[src/rtl/point_spawn_ctrl_pkg.sv]
// Shared types and helpers for the point placement controller: game modes,
// map tile codes, the spawn FSM state set and the 6-bit coordinate LFSR.
package point_spawn_ctrl_pkg;

  localparam int MAP_WIDTH  = 64;
  localparam int MAP_HEIGHT = 48;

  typedef enum logic [1:0] {
    MODE_MENU  = 2'd0,
    MODE_GAME  = 2'd1,
    MODE_OVER  = 2'd2,
    MODE_PAUSE = 2'd3
  } game_mode;

  typedef enum logic [1:0] {
    TILE_EMPTY  = 2'd0,
    TILE_POINT  = 2'd1,
    TILE_SNAKE1 = 2'd2,
    TILE_SNAKE2 = 2'd3
  } tile_t;

  typedef enum logic [2:0] {
    S_IDLE   = 3'd0,
    S_QUERY  = 3'd1,
    S_CHECK  = 3'd2,
    S_COMMIT = 3'd3,
    S_SCAN_Q = 3'd4,
    S_SCAN_C = 3'd5
  } spawn_state_t;

  // One LFSR step; an all-zero register would lock up, so it restarts from 1.
  function automatic logic [5:0] lfsr6_next(input logic [5:0] v);
    logic [5:0] s;
    s = (v == 6'd0) ? 6'd1 : v;
    return {s[4:1], s[0] ^ s[5], s[5]};
  endfunction

  // Fold a raw 6-bit value into 1..lim; the 7-bit intermediate keeps lim=63 exact.
  function automatic logic [5:0] wrap_coord(input logic [5:0] v, input logic [6:0] lim);
    logic [6:0] t;
    t = ({1'b0, v} % lim) + 7'd1;
    return t[5:0];
  endfunction

endpackage

[src/rtl/point_spawn_ctrl_if.sv]
// Signal bundle between the point spawn controller and the game/map logic.
interface point_spawn_ctrl_if;
  import point_spawn_ctrl_pkg::*;

  game_mode   mode;
  logic       seed_load;
  logic [5:0] seed_x_in;
  logic [5:0] seed_y_in;
  logic       eat_req1;
  logic       eat_req2;
  logic [5:0] query_x;
  logic [5:0] query_y;
  tile_t      query_tile;
  logic       point_we;
  logic [5:0] point_x;
  logic [5:0] point_y;
  logic       point_valid;
  logic       busy;
  logic       score1_inc;
  logic       score2_inc;
  logic       spawn_fail;

  modport master (
    output mode, seed_load, seed_x_in, seed_y_in, eat_req1, eat_req2, query_tile,
    input  query_x, query_y, point_we, point_x, point_y, point_valid, busy,
           score1_inc, score2_inc, spawn_fail
  );

  modport slave (
    input  mode, seed_load, seed_x_in, seed_y_in, eat_req1, eat_req2, query_tile,
    output query_x, query_y, point_we, point_x, point_y, point_valid, busy,
           score1_inc, score2_inc, spawn_fail
  );

endinterface

[src/rtl/point_spawn_ctrl_arbiter.sv]
// Eat-event arbiter: credits each snake that reached the live point and asks
// for exactly one respawn even when both snakes hit it on the same cycle.
module spawn_arbiter (
  input  logic clk_75,
  input  logic rst,
  input  logic i_eat_req1,
  input  logic i_eat_req2,
  input  logic i_point_valid,
  input  logic i_idle,
  output logic o_score1_inc,
  output logic o_score2_inc,
  output logic o_spawn_start
);

  logic w_accept;
  logic r_score1;
  logic r_score2;

  // Eats only count while a point is on the map and no placement is running.
  assign w_accept      = i_idle & i_point_valid;
  assign o_spawn_start = w_accept & (i_eat_req1 | i_eat_req2);
  assign o_score1_inc  = r_score1;
  assign o_score2_inc  = r_score2;

  // Score credits are registered so they appear one cycle after the eat.
  always_ff @(posedge clk_75) begin
    if (rst) begin
      r_score1 <= 1'b0;
      r_score2 <= 1'b0;
    end else begin
      r_score1 <= w_accept & i_eat_req1;
      r_score2 <= w_accept & i_eat_req2;
    end
  end

endmodule

[src/rtl/point_spawn_ctrl.sv]
// Point placement controller: picks candidates from the seed or LFSR, probes
// the map one tile at a time, falls back to a raster scan, then commits.
module point_spawn_ctrl
  import point_spawn_ctrl_pkg::*;
#(
  parameter int X_MAX     = 62,
  parameter int Y_MAX     = 46,
  parameter int MAX_TRIES = 16
) (
  input logic               clk_75,
  input logic               rst,
  point_spawn_ctrl_if.slave bus
);

  localparam logic [5:0] LP_X_MAX    = 6'(X_MAX);
  localparam logic [5:0] LP_Y_MAX    = 6'(Y_MAX);
  localparam logic [6:0] LP_X_MOD    = 7'(X_MAX);
  localparam logic [6:0] LP_Y_MOD    = 7'(Y_MAX);
  localparam logic [4:0] LP_LAST_TRY = 5'(MAX_TRIES - 1);

  spawn_state_t r_state, w_state_nxt;
  logic [5:0]   r_cand_x, r_cand_y, w_cand_x_nxt, w_cand_y_nxt;
  logic [5:0]   r_lfsr_x, r_lfsr_y, w_lfsr_x_nxt, w_lfsr_y_nxt;
  logic [4:0]   r_tries, w_tries_nxt;
  logic [5:0]   r_point_x, r_point_y, w_point_x_nxt, w_point_y_nxt;
  logic         r_point_valid, w_point_valid_nxt;
  logic         r_spawn_fail, w_spawn_fail_nxt;
  logic         w_point_we;
  logic [5:0]   w_step_x, w_step_y;
  logic         w_idle, w_empty, w_spawn_start;
  logic         w_score1, w_score2;

  assign w_idle   = (r_state == S_IDLE);
  assign w_empty  = (bus.query_tile == TILE_EMPTY);
  // The LFSR register holds the previous candidate, so each step derives from it.
  assign w_step_x = wrap_coord(lfsr6_next(r_lfsr_x), LP_X_MOD);
  assign w_step_y = wrap_coord(lfsr6_next(r_lfsr_y), LP_Y_MOD);

  spawn_arbiter u_arbiter (
    .clk_75        (clk_75),
    .rst           (rst),
    .i_eat_req1    (bus.eat_req1),
    .i_eat_req2    (bus.eat_req2),
    .i_point_valid (r_point_valid),
    .i_idle        (w_idle),
    .o_score1_inc  (w_score1),
    .o_score2_inc  (w_score2),
    .o_spawn_start (w_spawn_start)
  );

  // The probe address is the current candidate; it simply holds while idle.
  assign bus.query_x     = r_cand_x;
  assign bus.query_y     = r_cand_y;
  assign bus.point_we    = w_point_we;
  assign bus.point_x     = r_point_x;
  assign bus.point_y     = r_point_y;
  assign bus.point_valid = r_point_valid;
  assign bus.busy        = ~w_idle;
  assign bus.score1_inc  = w_score1;
  assign bus.score2_inc  = w_score2;
  assign bus.spawn_fail  = r_spawn_fail;

  // FSM state and coordinate registers.
  always_ff @(posedge clk_75) begin
    if (rst) begin
      r_state       <= S_IDLE;
      r_cand_x      <= 6'd0;
      r_cand_y      <= 6'd0;
      r_lfsr_x      <= 6'd1;
      r_lfsr_y      <= 6'd1;
      r_tries       <= 5'd0;
      r_point_x     <= 6'd0;
      r_point_y     <= 6'd0;
      r_point_valid <= 1'b0;
      r_spawn_fail  <= 1'b0;
    end else begin
      r_state       <= w_state_nxt;
      r_cand_x      <= w_cand_x_nxt;
      r_cand_y      <= w_cand_y_nxt;
      r_lfsr_x      <= w_lfsr_x_nxt;
      r_lfsr_y      <= w_lfsr_y_nxt;
      r_tries       <= w_tries_nxt;
      r_point_x     <= w_point_x_nxt;
      r_point_y     <= w_point_y_nxt;
      r_point_valid <= w_point_valid_nxt;
      r_spawn_fail  <= w_spawn_fail_nxt;
    end
  end

  // Next-state and datapath decisions; leaving GAME mode overrides everything.
  always_comb begin
    w_state_nxt       = r_state;
    w_cand_x_nxt      = r_cand_x;
    w_cand_y_nxt      = r_cand_y;
    w_lfsr_x_nxt      = r_lfsr_x;
    w_lfsr_y_nxt      = r_lfsr_y;
    w_tries_nxt       = r_tries;
    w_point_x_nxt     = r_point_x;
    w_point_y_nxt     = r_point_y;
    w_point_valid_nxt = r_point_valid;
    w_spawn_fail_nxt  = 1'b0;
    w_point_we        = 1'b0;

    case (r_state)
      S_IDLE: begin
        if (bus.seed_load) begin
          w_cand_x_nxt      = wrap_coord(bus.seed_x_in, LP_X_MOD);
          w_cand_y_nxt      = wrap_coord(bus.seed_y_in, LP_Y_MOD);
          w_lfsr_x_nxt      = w_cand_x_nxt;
          w_lfsr_y_nxt      = w_cand_y_nxt;
          w_tries_nxt       = 5'd0;
          w_point_valid_nxt = 1'b0;
          w_state_nxt       = S_QUERY;
        end else if (w_spawn_start) begin
          w_cand_x_nxt      = w_step_x;
          w_cand_y_nxt      = w_step_y;
          w_lfsr_x_nxt      = w_step_x;
          w_lfsr_y_nxt      = w_step_y;
          w_tries_nxt       = 5'd0;
          w_point_valid_nxt = 1'b0;
          w_state_nxt       = S_QUERY;
        end
      end
      S_QUERY: w_state_nxt = S_CHECK;
      S_CHECK: begin
        if (w_empty) begin
          w_point_x_nxt = r_cand_x;
          w_point_y_nxt = r_cand_y;
          w_state_nxt   = S_COMMIT;
        end else begin
          w_tries_nxt = r_tries + 5'd1;
          if (r_tries == LP_LAST_TRY) begin
            w_cand_x_nxt = 6'd1;
            w_cand_y_nxt = 6'd1;
            w_state_nxt  = S_SCAN_Q;
          end else begin
            w_cand_x_nxt = w_step_x;
            w_cand_y_nxt = w_step_y;
            w_lfsr_x_nxt = w_step_x;
            w_lfsr_y_nxt = w_step_y;
            w_state_nxt  = S_QUERY;
          end
        end
      end
      S_COMMIT: begin
        w_point_we        = 1'b1;
        w_point_valid_nxt = 1'b1;
        w_tries_nxt       = 5'd0;
        w_state_nxt       = S_IDLE;
      end
      S_SCAN_Q: w_state_nxt = S_SCAN_C;
      S_SCAN_C: begin
        if (w_empty) begin
          w_point_x_nxt = r_cand_x;
          w_point_y_nxt = r_cand_y;
          w_state_nxt   = S_COMMIT;
        end else if (r_cand_x != LP_X_MAX) begin
          w_cand_x_nxt = r_cand_x + 6'd1;
          w_state_nxt  = S_SCAN_Q;
        end else if (r_cand_y != LP_Y_MAX) begin
          w_cand_x_nxt = 6'd1;
          w_cand_y_nxt = r_cand_y + 6'd1;
          w_state_nxt  = S_SCAN_Q;
        end else begin
          w_spawn_fail_nxt = 1'b1;
          w_point_x_nxt    = 6'd0;
          w_point_y_nxt    = 6'd0;
          w_state_nxt      = S_IDLE;
        end
      end
      default: w_state_nxt = S_IDLE;
    endcase

    if (!w_idle && (bus.mode != MODE_GAME)) begin
      w_state_nxt       = S_IDLE;
      w_cand_x_nxt      = r_cand_x;
      w_cand_y_nxt      = r_cand_y;
      w_point_x_nxt     = 6'd0;
      w_point_y_nxt     = 6'd0;
      w_point_valid_nxt = 1'b0;
      w_spawn_fail_nxt  = 1'b0;
      w_point_we        = 1'b0;
    end
  end

endmodule
[src/flat_wrapper.sv]
// flat-port wrapper written by rule: the top's interface ports become plain ports
module point_spawn_ctrl_flat import point_spawn_ctrl_pkg::*;
#(
  parameter int X_MAX     = 62,
  parameter int Y_MAX     = 46,
  parameter int MAX_TRIES = 16
)
  (clk_75, rst, bus_mode, bus_seed_load, bus_seed_x_in, bus_seed_y_in, bus_eat_req1, bus_eat_req2, bus_query_tile, bus_query_x, bus_query_y, bus_point_we, bus_point_x, bus_point_y, bus_point_valid, bus_busy, bus_score1_inc, bus_score2_inc, bus_spawn_fail);
  point_spawn_ctrl_if bus_i ();
  input logic clk_75;
  input logic rst;
  input wire logic [$bits(bus_i.mode)-1:0] bus_mode;
  input wire logic [$bits(bus_i.seed_load)-1:0] bus_seed_load;
  input wire logic [$bits(bus_i.seed_x_in)-1:0] bus_seed_x_in;
  input wire logic [$bits(bus_i.seed_y_in)-1:0] bus_seed_y_in;
  input wire logic [$bits(bus_i.eat_req1)-1:0] bus_eat_req1;
  input wire logic [$bits(bus_i.eat_req2)-1:0] bus_eat_req2;
  input wire logic [$bits(bus_i.query_tile)-1:0] bus_query_tile;
  output wire logic [$bits(bus_i.query_x)-1:0] bus_query_x;
  output wire logic [$bits(bus_i.query_y)-1:0] bus_query_y;
  output wire logic [$bits(bus_i.point_we)-1:0] bus_point_we;
  output wire logic [$bits(bus_i.point_x)-1:0] bus_point_x;
  output wire logic [$bits(bus_i.point_y)-1:0] bus_point_y;
  output wire logic [$bits(bus_i.point_valid)-1:0] bus_point_valid;
  output wire logic [$bits(bus_i.busy)-1:0] bus_busy;
  output wire logic [$bits(bus_i.score1_inc)-1:0] bus_score1_inc;
  output wire logic [$bits(bus_i.score2_inc)-1:0] bus_score2_inc;
  output wire logic [$bits(bus_i.spawn_fail)-1:0] bus_spawn_fail;
  assign bus_i.mode = bus_mode;
  assign bus_i.seed_load = bus_seed_load;
  assign bus_i.seed_x_in = bus_seed_x_in;
  assign bus_i.seed_y_in = bus_seed_y_in;
  assign bus_i.eat_req1 = bus_eat_req1;
  assign bus_i.eat_req2 = bus_eat_req2;
  assign bus_i.query_tile = bus_query_tile;
  assign bus_query_x = bus_i.query_x;
  assign bus_query_y = bus_i.query_y;
  assign bus_point_we = bus_i.point_we;
  assign bus_point_x = bus_i.point_x;
  assign bus_point_y = bus_i.point_y;
  assign bus_point_valid = bus_i.point_valid;
  assign bus_busy = bus_i.busy;
  assign bus_score1_inc = bus_i.score1_inc;
  assign bus_score2_inc = bus_i.score2_inc;
  assign bus_spawn_fail = bus_i.spawn_fail;
  point_spawn_ctrl #(.X_MAX(X_MAX), .Y_MAX(Y_MAX), .MAX_TRIES(MAX_TRIES)) u_core (.clk_75(clk_75), .rst(rst), .bus(bus_i));
endmodule
[config.mk]
export PLATFORM = sky130hd
export DESIGN_NAME = point_spawn_ctrl_flat
export DESIGN_NICKNAME = d
export VERILOG_FILES = /design/src/rtl/point_spawn_ctrl_pkg.sv /design/src/rtl/point_spawn_ctrl_if.sv /design/src/rtl/point_spawn_ctrl_arbiter.sv /design/src/rtl/point_spawn_ctrl.sv /design/src/flat_wrapper.sv
export SDC_FILE = /design/constraint.sdc
export NUM_CORES = 1
export LEC_CHECK = 0
export BUFFER_PORTS_ARGS = -buffer_cell sky130_fd_sc_hd__buf_4
export CELL_PAD_IN_SITES_DETAIL_PLACEMENT = 2
export CELL_PAD_IN_SITES_GLOBAL_PLACEMENT = 2
export CORE_ASPECT_RATIO = 0.5
export CORE_MARGIN = 5
export CORE_UTILIZATION = 34
export CTS_BUF_LIST = sky130_fd_sc_hd__clkbuf_2
export DETAILED_ROUTE_END_ITERATION = 8
export PLACE_DENSITY_LB_ADDON = 0.1
export SLEW_MARGIN = 20
export SYNTH_ARGS = -nofsm -noshare
export SYNTH_HDL_FRONTEND = slang
export SYNTH_SLANG_ARGS = --single-unit
[constraint.sdc]
create_clock -name clk_75 -period 3.95 [get_ports clk_75]
set_input_delay 0 -clock clk_75 [delete_from_list [all_inputs] [get_ports clk_75]]
set_output_delay 0 -clock clk_75 [all_outputs]
set_load 0.02 [all_outputs]
==> results.cfg <==
[status]
status = finished clean

[place]
placed_cells = 652
hpwlAfterDp_mm = 9.559
gp_congestion = 0.8060
portBuffers = 50

[critical_path]
cp_num_cells = 12
critical-path-top-delay-family = adder cells
critPathBufInv = 2
max_stage_delay_ps = 570
crit_fanout = 10
cp-start-kind = flop
rrSetupSlack_ps = 640
worst_path_most_repeated_cell = ha_1
crit_type = flop to flop
required_ps = 4390
crit_path_end_kind = flop
r2r_cells = 12
crit_arrival_ps = 3740
cp_cell_sequence = nor4_1 -> a21o_1 -> ha_1 -> inv_1 -> ha_1 -> a21oi_1 -> nor2_2 -> xnor2_1 -> ha_1 -> nand2_1 -> a311oi_1 -> dlygate4sd3_1
r2r_end = u_core.r_lfsr_x[1]$_SDFFE_PP0P_
slowest_stage = dlygate4sd3_1
r2r_start = u_core.r_lfsr_x[1]$_SDFFE_PP0P_

[route]
first_iter_violations = 161
drc = 0
via_count = 3782
first_pass_iters = 4
ant_nets = 0
wl_mm = 12.78
via_per_inst = 5.636
wl_per_cell_um = 19.05

[final_layout]
nFillCells = 1262
drive_gt1_share_pct = 13.58
nets = 565
area_delta_synth_final_pct = 15.06
fin_cells = 671

[floorplan]
rows = 26
die_h_um = 82.90
io_pins = 51
die_w_um = 155.8
die_area_um2 = 12910
initial_core_util_pct = 35.15
core-area_um2 = 10280

[cts]
root_buffer = clkbuf_2
cts_tree = yes
clock_path_buffers = 2
clk-insertion-delay-late_ps = 480
htree_levels = 2
post_cts_buffers = 0
numCtsBuffers = 5
cts.sinks = 48
clkTransAtPathRegs_ps = 300

[min_path]
hold_path_class = input port to flop
holdPathStages = 5
holdPathEnd = u_core.bus.point_y[5]$_SDFFE_PP0P_
worstHoldStart = bus_mode[1]

[yosys]
syn_area_per_cell_um2 = 7.256
synth_compound_area_share_pct = 24.79
synth_top_cells_by_count = nand2_1, nor2_1, a21oi_1, dfxtp_1, nand3_1
yosys_warnings = 0
synth_top_area_share_pct = 26.59
synthAdderAreaFrac_pct = 5.194
synth_edf_count = 0
syn-num-nets = 534
synth_largest_area_cell = dfxtp_1
synth_most_common_cell = nand2_1
ys_top_cells_by_area = dfxtp_1, a21oi_1, nand2_1, nor2_1, ha_1
synth_ff_type = dfxtp_1
synth-xor-area-share_pct = 5.090
ys_seq_area_share_pct = 26.59
synth_top_family_by_area = simple AND/OR/NAND/NOR gates
syn_area_um2 = 3613
synth_mux_area_share_pct = 3.151
synthCells = 498
synthSimpleGateAreaFrac_pct = 27.80
ys_types = 58
synth_seq_cells = 48
async_flop_share_pct = 0

[timing]
setup_tns_ps = 0
hold_viol = 0
worstMarginPinSlew_ps = 884.7
setup_viol = 0
drv_slew = 0
finalCriticalPeriod_ps = 3306
relSlewSlack_pct = 40.62
rsz0062_at_grt = false
finalClockSkew_ps = 21.56
finalCritPeriodShare_pct = 83.68
fmax_ghz = 0.3025

[global_route]
use_met3_pct = 3.063
antenna_found_initial = 1
use_met1_pct = 29.35
grt_pass1_wl_mm = 20.70
grt_pass1_vias = 3857
grtUsageMet2_pct = 29.64
grt_overflow = 0
grt_max_degree = 33
grt_busiest_layer = met2
grt_util_all_layers_pct = 19.54

[job]
maxCapViolCount = 0

[power_and_ir_drop]
p_per_area_nw_per_um2 = 344.3
p_leak_nw = 1.630
vdd_drop_max_uv = 151.4
-- state kept, by name, summed over array words and instances (netlist names), 3 cells and up --
register and flops:
u_core.bus.point_x 6, u_core.bus.point_y 6, u_core.bus.query_x 6, u_core.bus.query_y 6
u_core.r_lfsr_x 6, u_core.r_lfsr_y 6, u_core.r_tries 5, u_core.r_state 3
-- cells by family after synthesis --
group                      count (synthesis)
xor gates and xnor gates                  21
AOI/OAI and AO/OA                        140
adders and majority gates                 15
and+or+nand+nor                          207
buffers and inverters                     56
DFF                                       48
muxes                                     11
-- worst register-to-register path, cell delays in order, from the launching register on --
cell	delay, ps
dfxtp_1	480
nor4_1	340
a21o_1	160
ha_1	280
inv_1	100
ha_1	230
a21oi_1	80
nor2_2	270
xnor2_1	110
ha_1	330
nand2_1	70
a311oi_1	260
dlygate4sd3_1	570
-- how the worst max path moves through the flow --
stage,start,end
global route,u_core.r_lfsr_x[1]$_SDFFE_PP0P_,u_core.bus.query_x[4]$_SDFFE_PP0P_
CTS,u_core.r_lfsr_x[1]$_SDFFE_PP0P_,u_core.r_lfsr_x[1]$_SDFFE_PP0P_
floorplan,u_core.r_lfsr_x[1]$_SDFFE_PP0P_,u_core.bus.query_x[4]$_SDFFE_PP0P_
global placement,u_core.r_lfsr_x[1]$_SDFFE_PP0P_,u_core.bus.query_x[4]$_SDFFE_PP0P_
finish,u_core.r_lfsr_x[1]$_SDFFE_PP0P_,u_core.r_lfsr_x[1]$_SDFFE_PP0P_
detailed placement,u_core.r_lfsr_x[1]$_SDFFE_PP0P_,u_core.bus.query_x[4]$_SDFFE_PP0P_
-- timing repair --
item / 4_1_cts / 5_1_grt
hold buffers: 10 / 0
endpoints found under the hold margin: 29 / 0
gates resized for setup: 0 / 0
-- cell type report --
| cell class | count | area, um2 | share of cell area, % |
|---|---|---|---|
| tap | 140 | 175.2 | 4.213 |
| inverter | 17 | 63.81 | 1.535 |
| antenna | 1 | 2.502 | 0.06019 |
| sequential | 48 | 960.9 | 23.11 |
| clock inverter | 3 | 46.29 | 1.113 |
| clock buffer | 5 | 25.02 | 0.6019 |
| timing repair buffer | 63 | 498.0 | 11.98 |
| multi-input combinational | 394 | 2386 | 57.39 |
-- routing by layer --
layer | share of wire [%] | vias to the layer above
li1 | - | 1842
met1 | 54 | 1871
met2 | 42 | 64
met3 | 3.7 | 5
met4 | 0.58 | 0
met5 | 0 | -
-- per-stage QoR --
stage                     hold slack [ps]  setup slack [ps]  util [%]  instance area, um2  total power, mW
after detailed placement            299.5             696.5     38.75                3984            1.129
after CTS                           59.10             629.9     40.42                4155            1.444
after global placement              304.5             990.9     38.75                3984            1.109
final                               82.76             644.5     40.45                4158            1.431
after floorplan                     199.1              1191         -                3613           0.9566
after global routing                83.23             362.0     40.45                4158            1.524
-- layout by cell type (no fill, tap or decap), types with 7 or more instances in the layout --
master	synthesis	layout
a211oi_1	9	9
a21oi_1	48	48
and3_1	10	10
buf_4	2	53
dfxtp_1	48	48
dlygate4sd3_1	0	10
ha_1	15	15
inv_1	17	17
mux2i_1	8	8
nand2_1	53	53
nand3_1	33	33
nor2_1	51	51
nor2b_1	11	11
nor3_1	17	17
o21ai_0	22	22
o22ai_1	7	7
xnor2_1	13	13
xor2_1	8	8
-- where the power goes --
group / internal [mW] / switching [mW]
Sequential: 0.525 / 0.0821
Combinational: 0.208 / 0.315
Clock: 0.109 / 0.193
Total: 0.842 / 0.589
Power figures use the tool's default switching activity.
